===== src/rtl/key_filter.sv =====
// key_filter: debounces an active-low bouncy push-button into a one-cycle event flag plus a stable level.
module key_filter #(
  parameter int CNT_MAX = 999_999,
  parameter int CNT_W   = 20
) (
  input  logic Clk,
  input  logic Rst_n,
  input  logic key_in,
  output logic key_flag,
  output logic key_state
);
  typedef enum logic [1:0] {IDLE, FILT_DN, DOWN, FILT_UP} state_t;
  state_t state, state_nx;
  logic s1, s2, s3;
  logic [CNT_W-1:0] cnt, cnt_nx;
  logic flag_nx, level_nx;
  logic nedge, pedge, done;
  assign nedge = s3 & ~s2;
  assign pedge = ~s3 & s2;
  assign done = cnt == CNT_W'(CNT_MAX - 1);
  always_ff @(posedge Clk or negedge Rst_n) begin
    if (!Rst_n) begin
      s1 <= 1'b1;
      s2 <= 1'b1;
      s3 <= 1'b1;
      state <= IDLE;
      cnt <= '0;
      key_flag <= 1'b0;
      key_state <= 1'b1;
    end else begin
      s1 <= key_in;
      s2 <= s1;
      s3 <= s2;
      state <= state_nx;
      cnt <= cnt_nx;
      key_flag <= flag_nx;
      key_state <= level_nx;
    end
  end
  // Counter is zero on every state entry, so it can never run past CNT_MAX-1.
  always_comb begin
    state_nx = state;
    cnt_nx = '0;
    flag_nx = 1'b0;
    level_nx = key_state;
    case (state)
      IDLE: state_nx = nedge ? FILT_DN : IDLE;
      FILT_DN:
        if (pedge) state_nx = IDLE;
        else if (done) begin
          state_nx = DOWN;
          flag_nx = 1'b1;
          level_nx = 1'b0;
        end else cnt_nx = cnt + 1'b1;
      DOWN: state_nx = pedge ? FILT_UP : DOWN;
      FILT_UP:
        if (nedge) state_nx = DOWN;
        else if (done) begin
          state_nx = IDLE;
          flag_nx = 1'b1;
          level_nx = 1'b1;
        end else cnt_nx = cnt + 1'b1;
      default: state_nx = IDLE;
    endcase
  end
endmodule

===== config.mk =====
export PLATFORM = sky130hd
export DESIGN_NAME = key_filter
export DESIGN_NICKNAME = d
export VERILOG_FILES = /design/src/rtl/key_filter.sv
export SDC_FILE = /design/constraint.sdc
export NUM_CORES = 1
export LEC_CHECK = 0
export ABC_AREA = 0
export BUFFER_PORTS_ARGS = -buffer_cell sky130_fd_sc_hd__clkbuf_2
export CORE_ASPECT_RATIO = 1.1
export CORE_MARGIN = 8
export CORE_UTILIZATION = 35
export DETAILED_ROUTE_END_ITERATION = 10
export SKIP_LAST_GASP = 1
export SLEW_MARGIN = 20
export SYNTH_ARGS = -nofsm -noshare
export SYNTH_HDL_FRONTEND = slang
export SYNTH_SLANG_ARGS = --single-unit

===== constraint.sdc =====
create_clock -name Clk -period 4.5 [get_ports Clk]
set_input_delay 1.125 -clock Clk [delete_from_list [all_inputs] [get_ports Clk]]
set_output_delay 1.125 -clock Clk [all_outputs]
set_load 0.005 [all_outputs]

==> run metrics <==
worst vdd ir a little over 0.2 mV; Synth Flop Type dfrtp_1; RD Place Congestion 0.8143; Ports 5; Max Clk Rate about 460 MHz; CP Launch Point cnt[3]$_DFF_PN0_; Max FO, Critical Path 12; IO buf count 4; Yosys top cell area share 0.4287; Tot Pwr 0.0004153 W; CTS Sinks 27; Crit Path Class reg2reg; hold path start s1$_DFF_PN1_; Finish-stage setup viols 0; nets@finish 142; Syn Area/Cell 10.09 um2; async set-or-reset flop fraction in the synthesized netlist 1.000; power per cell area roughly 290 nW/um2; Post-CTS Setup Bufs 0; Syn. warnings 0; # fillers approximately 380; area leader, netlist dfrtp_1; Post-Syn Nets 138; drt first pass iters 4; worst endpoint data arrival time 2.37 ns; Setup Total Neg Slack 0 ns; first-pass GRT wire length 4222 um; clk_lat worst skew ~0.28 ns; r2r startpoint cnt[3]$_DFF_PN0_; Max H-tree Level 1; DRT antenna net count 0; clock slew seen by the registers of the worst setup and hold paths 0.09 ns; Max Used Layer met4; gr usage total 0.09061; CTS resizes 0; met3 routed WL approximately 130 um; Via density around 5.3; vias in the first global route approximately 960; slew margin rel. 0.5200; leakage 0.5554 nW; Final Cycle Share 0.4805; CTS Buf Count 3; crit path capture type flip-flop; vias 989; FP Rows 23; Worst setup SP type flip-flop; Max-Cap Viols 0; hold_buf cts 0; chip width 75.05 um; Post-synth EDFFs 0; final worst path period need between 2 and 2.5 ns; Detailed Place HPWL 1745 um; post-synthesis sequential area ratio 0.5070; placed cells 182; core outline area between 3000 and 4000 um2; Tightest Hold Check Type reg2reg; fin. max-slew vios 0; met1 wire length 1095 um; Area Overhead vs Synth 8.201%; Post-Syn Area about 1300 um2; RSZ-0062 raised after global routing no; initial antenna violation count 0; Post-Syn Instances 133; DR WL met2 ~1200 um; initial core utilization 0.3673; Register Area 680.7 um2; #FFs+latches synth 27; wire per inst 13.19 um; total gr overflow 0; residual DRC count 0; Ant. Diodes 0; area taken by multi-input logic gates 621.8 um2; DR iter-0 viols 16; outcome completed; fin cells 186; Fin. Hold Viols 0; unique cell type count in the Yosys netlist 35; clock tree from TritonCTS yes; final wirelength 2453 um; clk root buf clkbuf_8; Setup Skew 0.004448 ns; ranking of synthesized cells by area dfrtp_1 43%, dfstp_2 7.8%, xnor2_1 7.2%, nor2_1 6.2%, nand4_1 2.3%; share of layout cells above drive strength 1 0.1176; largest net degree at the start of global routing 28; full die area a little over 6000 um2; CTS Buffer Depth 2; CP required 4.71 ns; chip height just over 80 um; slew of the pin with the lowest slew margin a little over 0.7 ns
[power breakdown]
| part | total (W) | switching, W | internal [W] |
|---|---|---|---|
| combinational | 0.0000206 | 0.0000142 | 0.00000636 |
| clock | 0.000140 | 0.0000775 | 0.0000630 |
| sequential | 0.000254 | 0.00000618 | 0.000248 |
[final cells by class]
class / count / share of cell area
inverters: 5 / 0.01292
clock buffers: 3 / 0.02842
multi-input cells: 96 / 0.4281
flip-flops and latches: 27 / 0.4686
clock inverters: 1 / 0.005168
repair buffers: 4 / 0.01378
well taps: 50 / 0.04307
[cells in the final DEF, fill, tap and decap left out, drive strengths merged, types with 2 or more instances in the layout]
master	synthesis	routed
a211oi	2	2
a21oi	5	5
and3	2	2
clkbuf	4	7
dfrtp	23	23
dfstp	4	4
ha	2	2
inv	5	5
nand2	6	6
nand3	6	6
nand4	6	6
nor2	22	22
nor2b	2	2
nor3	4	4
nor4	5	5
o21ai	3	3
or3	3	3
or4	3	3
xnor2	11	11
xor2	3	3
[flip-flops by register name, indices dropped and copies added (netlist names)]
signal	flops
s1	1
key_state	1
key_flag	1
cnt	20
s3	1
s2	1
state	2
[kinds of logic after synthesis]
kind of cell / synth area share
simple gates: 0.2712
flops: 0.5070
compound gates: 0.06617
xor+xnor: 0.09133
buf+inv: 0.02982
mux: 0.01584
fa+ha+maj: 0.01864
[stage by stage]
step | cell area, um2 | util | worst slack [ns] | hold WS (ns)
after floorplan | 1343 | - | 2.673 | 0.3452
after global placement | 1404 | 0.3841 | 2.434 | 0.3461
after detailed placement | 1404 | 0.3841 | 2.325 | 0.3472
after CTS | 1453 | 0.3975 | 2.319 | 0.3619
after global routing | 1453 | 0.3975 | 2.071 | 0.3676
final | 1453 | 0.3975 | 2.338 | 0.3601
[Yosys cell counts (all sizes together) (2+ instances only)]
cell type  instances
and3               2
xor2               3
or3                3
inv                5
o21ai              3
nor2              22
nand4              6
nand2              6
a21oi              5
dfstp              4
clkbuf             4
xnor2             11
dfrtp             23
or4                3
ha                 2
nor3               4
nand3              6
nor2b              2
a211oi             2
nor4               5
[worst paths after layout]
kind,endpoint,slack (ns),cells after the start
worst max-delay path,cnt[19]$_DFF_PN0_,2.34,4
worst min-delay path,s2$_DFF_PN1_,0.36,0
worst max register to register,cnt[19]$_DFF_PN0_,2.34,4
worst min register to register,s2$_DFF_PN1_,0.36,0
max in group asynchronous,cnt[14]$_DFF_PN0_,3.22,1
min in group asynchronous,cnt[7]$_DFF_PN0_,0.86,1
[routing by layer]
metal,GRT usage,vias to the layer above
li1,-,475
met1,0.1017,490
met2,0.1531,19
met3,0.02956,5
met4,0.03725,0
met5,0,-
[worst max-delay path: stages (launching register included)]
cell	delay, ns
dfrtp_1	0.41
nand3_1	0.32
or4_1	0.72
or4_1	0.50
a21oi_1	0.15
Note: power is estimated with default switching activity, not from simulation.
